**src/rtl/shift_pkg.sv**
```systemverilog
// Shared types and default sizing for the iterative shift unit.
package shift_pkg;

  // Operation encoding as presented on the op port.
  typedef enum logic [1:0] {
    SLL  = 2'b00,
    SRL  = 2'b01,
    SRA  = 2'b10,
    PASS = 2'b11
  } shift_op_e;

  // Sequencer states of the iterative shifter.
  typedef enum logic [1:0] {
    IDLE  = 2'b00,
    SHIFT = 2'b01,
    DONE  = 2'b10
  } shifter_state_e;

  localparam int XLEN_DEF = 32;
  localparam int STEP_DEF = 1;

endpackage

```
**src/rtl/shift_step.sv**
```systemverilog
// One iteration of the shifter: moves an XLEN value by 0..STEP bits,
// left with zero fill or right with a caller-supplied fill bit.
module shift_step #(
  parameter int XLEN = 32,
  parameter int STEP = 1,
  localparam int KW = $clog2(STEP + 1)
) (
  input  logic [XLEN-1:0] data,
  input  logic [KW-1:0]   amt,
  input  logic            dir_right,
  input  logic            fill,
  output logic [XLEN-1:0] shifted
);

  logic signed [XLEN:0] ext;

  // Prepending the fill bit lets one arithmetic shift cover both SRL and SRA.
  always_comb begin
    ext     = {fill, data};
    shifted = dir_right ? XLEN'(ext >>> amt) : (data << amt);
  end

endmodule

```
**src/rtl/iter_shifter.sv**
```systemverilog
// Multi-cycle SLL/SRL/SRA unit with valid/ready on both sides. The
// acceptance edge already performs the first step, so an operation needs
// max(1, ceil(shamt/STEP)) edges before its result is offered.
module iter_shifter
  import shift_pkg::*;
#(
  parameter int XLEN = XLEN_DEF,
  parameter int STEP = STEP_DEF,
  localparam int SHW = $clog2(XLEN)
) (
  input  logic            clk,
  input  logic            reset_n,
  input  logic            flush,
  input  logic            in_valid,
  output logic            in_ready,
  input  logic [1:0]      op,
  input  logic [XLEN-1:0] operand,
  input  logic [SHW-1:0]  shamt,
  output logic            out_valid,
  input  logic            out_ready,
  output logic [XLEN-1:0] result,
  output logic            busy
);

  localparam int KW = $clog2(STEP + 1);
  localparam int CW = (KW > SHW) ? KW : SHW;

  if ((XLEN < 8) || ((XLEN & (XLEN - 1)) != 0)) begin : g_bad_xlen
    $error("iter_shifter: XLEN must be a power of 2 and at least 8");
  end
  if ((STEP < 1) || (STEP > XLEN) || ((STEP & (STEP - 1)) != 0)) begin : g_bad_step
    $error("iter_shifter: STEP must be a power of 2 in 1..XLEN");
  end

  shifter_state_e state;
  shift_op_e      op_q;
  shift_op_e      cur_op;
  logic           sign_q;
  logic           cur_sign;
  logic [SHW-1:0] remaining;
  logic [SHW-1:0] cur_rem;
  logic [SHW-1:0] rem_next;
  logic [XLEN-1:0] cur_data;
  logic [XLEN-1:0] step_out;
  logic [CW-1:0]  rem_ext;
  logic [CW-1:0]  k_ext;
  logic [KW-1:0]  k;
  logic           dir_right;
  logic           fill;

  // In IDLE the step unit works on the incoming request so the acceptance
  // edge counts as the first iteration; afterwards it works on the latched copy.
  always_comb begin
    if (state == IDLE) begin
      cur_data = operand;
      cur_op   = shift_op_e'(op);
      cur_rem  = shamt;
      cur_sign = operand[XLEN-1];
    end else begin
      cur_data = result;
      cur_op   = op_q;
      cur_rem  = remaining;
      cur_sign = sign_q;
    end
    rem_ext   = CW'(cur_rem);
    if (cur_op == PASS) begin
      k_ext = '0;
    end else if (rem_ext >= CW'(STEP)) begin
      k_ext = CW'(STEP);
    end else begin
      k_ext = rem_ext;
    end
    k         = KW'(k_ext);
    rem_next  = SHW'(rem_ext - k_ext);
    dir_right = (cur_op == SRL) || (cur_op == SRA);
    fill      = (cur_op == SRA) && cur_sign;
  end

  shift_step #(
    .XLEN (XLEN),
    .STEP (STEP)
  ) u_step (
    .data      (cur_data),
    .amt       (k),
    .dir_right (dir_right),
    .fill      (fill),
    .shifted   (step_out)
  );

  // Sequencer, iteration counter and result register; flush overrides all.
  always_ff @(posedge clk or negedge reset_n) begin
    if (!reset_n) begin
      state     <= IDLE;
      result    <= '0;
      remaining <= '0;
      op_q      <= SLL;
      sign_q    <= 1'b0;
    end else if (flush) begin
      state     <= IDLE;
      remaining <= '0;
    end else begin
      case (state)
        IDLE: begin
          if (in_valid) begin
            op_q      <= cur_op;
            sign_q    <= cur_sign;
            result    <= step_out;
            remaining <= rem_next;
            state     <= ((rem_next == '0) || (cur_op == PASS)) ? DONE : SHIFT;
          end
        end
        SHIFT: begin
          result    <= step_out;
          remaining <= rem_next;
          if (rem_next == '0) state <= DONE;
        end
        DONE: begin
          if (out_ready) state <= IDLE;
        end
        default: state <= IDLE;
      endcase
    end
  end

  assign in_ready  = (state == IDLE);
  assign out_valid = (state == DONE);
  assign busy      = (state != IDLE);

endmodule

```
**config.mk**
```make
export PLATFORM = sky130hd
export DESIGN_NAME = iter_shifter
export DESIGN_NICKNAME = d
export VERILOG_FILES = /design/src/rtl/shift_pkg.sv /design/src/rtl/shift_step.sv /design/src/rtl/iter_shifter.sv
export SDC_FILE = /design/constraint.sdc
export NUM_CORES = 1
export LEC_CHECK = 0
export CAP_MARGIN = 10
export CORE_MARGIN = 4
export CORE_UTILIZATION = 40
export DETAILED_ROUTE_END_ITERATION = 8
export GPL_ROUTABILITY_DRIVEN = 0
export PLACE_DENSITY = 0.73
export SLEW_MARGIN = 0
export SYNTH_ARGS = -nofsm -noshare
export SYNTH_HDL_FRONTEND = slang
export SYNTH_SLANG_ARGS = --single-unit
```
**constraint.sdc**
```tcl
create_clock -name clk -period 5.9 [get_ports clk]
set_clock_uncertainty 0.1 [all_clocks]
set_input_delay 1.18 -clock clk [delete_from_list [all_inputs] [get_ports clk]]
set_output_delay 1.18 -clock clk [all_outputs]
set_load 0.01 [all_outputs]
```
==> results.ini <==
[worst_setup_path]
cp.required_ns=5.97
arrival_ns=4.95
slowest_stage=a21oi_1
cp_max_fo=49
crit_path_cell_trace=or2_4 -> inv_4 -> mux2i_1 -> inv_1 -> ha_1 -> a21oi_1 -> nand2_2 -> inv_1 -> ha_1 -> inv_1 -> fa_1 -> nand3_1 -> a211o_1 -> a21oi_1 -> a2111oi_0
cp-start-kind=flop
cpPeakStageDelay_ns=0.69
path_common_cell=inv_1
end_kind=flop
reg2reg_slack_ns=1.02
path_class=flop to flop

[grt]
met1_usage_pct=27.4
grt_pass1_vias=3030
grt_pass1_wl_um=16000
met2_usage_pct=32.5
track_usage_pct=19.8
gr-total-overflow=0
busiest_layer=met2
antenna_found_initial=0
use_met3_pct=3.23
grt_max_degree=50

[die]
die_w_um=99.4
ioPinCount=79
rows=33
dieHeight_um=99.4
core_um2=8180
initial_core_util_pct=40.8
fp.dieArea_um2=9870

[sta]
setup_viol=0
worst_slew_pin_slew_ns=1.17
max_freq_mhz=205
setup-tns-final_ns=0
layout_worst_path_cycle_share_pct=82.7
slew_viol_final=0
finalHoldViolCount=0
rsz0062_at_grt=no
period_needed_ns=4.88
slew_headroom_pct=21.9

[power]
p_per_area_nw_per_um2=495
leakage_uw=0.00171
peakVddDrop_uv=217

[placed_design]
hpwl_um=6990
placed_cells=478
io_buffer_count=78

[yosys]
synth_area_leaders=dfrtp_1 31%, mux4_2 13%, mux2i_1 6.9%, a221o_1 5.4%, a21boi_0 4.0%
seq_area_frac_synth_pct=31.5
synth_cell_types=60
ys_async_sr_fraction_pct=100
synth.avg_cell_area_um2=10.5
synthCells=319
synth_seq_cells=42
synth_common_cells=42 x dfrtp_1, 25 x nand2_1, 23 x mux2i_1
ys.warnings.count=0
synth_top_area_cell=dfrtp_1
synth.most_common_cell=dfrtp_1
yosys.area.top_type_share_pct=31.5
synth_ff_type=dfrtp_1
synth_area_um2=3340
synth-edff-count=0

[clock_tree]
clk_latency_ns=0.30
cts.clk_slew.worst_paths_ns=0.09
postCtsHoldBufs=0
cts_resized=0
cts_buffer_depth=2
cts_tree=built
numCtsBuffers=5
cts_setup_buffers=0
clock-sinks=42
cts_root_buf=clkbuf_8
htreeDepth=2

[detailed_routing]
drc_errors=0
vias=3015
firstDrtPassIters=5
final_antenna_net_count=0
wl_per_cell_um=19.9
drtIter0Drc=326
postRouteWirelength_um=9670
routed_via_density=6.20

[layout]
antenna_cells=0
fin_cells=486
layout-drive-gt1-share_pct=13.1
multi_input_area_um2=2050
area_delta_synth_final_pct=24.8
fillCellCount=735
register_area_um2=1050
nets=431

[run_status]
status=completed

[hold_path]
hold_class=flop to flop

[flow_run]
cap_viol_max_count=0

through the flow:
step	power (uW)	setup slack, ns	utilization, %	area (um2)	hold slack, ns
final	2060	1.02	51.0	4170	0.414
after global routing	2210	0.498	51.0	4170	0.434
after CTS	2070	1.07	51.0	4170	0.417
after detailed placement	1860	1.12	49.9	4080	0.394
after global placement	1830	1.30	49.9	4080	0.390
after floorplan	1450	1.68	-	3350	0.374
state kept, by name (all words and copies together), names as in the netlist:
signal     cells
remaining      5
state          2
op_q           2
sign_q         1
result        32
final cells by class:
| type | count | area share (%) |
|---|---|---|
| clock buffer | 5 | 1.65 |
| timing repair buffer | 79 | 18.8 |
| tap | 105 | 3.15 |
| multi-input combinational | 235 | 49.1 |
| sequential | 42 | 25.2 |
| clock inverter | 3 | 0.510 |
| inverter | 17 | 1.59 |
report_power, final:
group / internal [uW] / switching (uW)
registers: 416 / 148
logic: 692 / 613
clock network: 83.4 / 112
metal layers:
metal / share of wire [%] / up-vias
li1: - / 1365
met1: 44 / 1494
met2: 47 / 138
met3: 7.3 / 18
met4: 1.5 / 0
met5: 0 / -
logic make-up (layout without fill, tap and decap cells):
logic type | Yosys count | count (layout) | synth area share, %
AOI/OAI and AO/OA | 96 | 96 | 22.3
xor gates and xnor gates | 1 | 1 | 0.262
adders and majority gates | 7 | 7 | 2.85
buffers and inverters | 45 | 104 | 7.61
DFF | 42 | 42 | 31.5
muxes | 51 | 51 | 23.1
other | 1 | 4 | 0.112
and+or+nand+nor | 76 | 76 | 12.4
critical path, delay by kind of cell (launching register included):
kind | cells | cell delay (ns)
AO/OA/AOI/OAI | 4 | 1.25
AND/OR/NAND/NOR | 3 | 0.78
adder cells (fa/ha/maj) | 3 | 0.90
multiplexers | 1 | 0.32
buffers and inverters | 4 | 0.84
flip-flops | 1 | 0.56
worst paths after layout:
path | depth (start not counted) | endpoint | from
setup / recovery | 15 | state[0] | state[1]
hold / removal | 1 | op_q[0] | op_q[0]
setup reg to reg | 15 | state[0] | state[1]
hold reg to reg | 1 | op_q[0] | op_q[0]
max in group asynchronous | 1 | result[3] | reset_n
min in group asynchronous | 1 | result[13] | reset_n
cell usage in the layout, fill, tap and decap left out, types with 2 or more instances in the layout:
cell,count
o21ai_0,8
a221oi_2,2
mux4_2,20
clkbuf_8,5
a311oi_1,3
clkdlybuf4s50_1,77
o21bai_1,2
nand3b_1,4
a221o_1,18
dfrtp_1,42
nor3b_1,2
a31oi_1,2
mux2i_1,23
ha_1,6
nor4_1,4
a21boi_0,18
nand2b_1,2
nand3_1,5
nor3_1,2
inv_1,16
a21o_1,2
a211oi_1,2
mux2_2,8
a21oi_1,15
nand2_1,25
o211ai_1,8
nor2_1,7
o22ai_1,2
nand4_1,13
nor2b_1,2
conb_1,4
o21a_1,3
(Power assumes the default switching activity.)
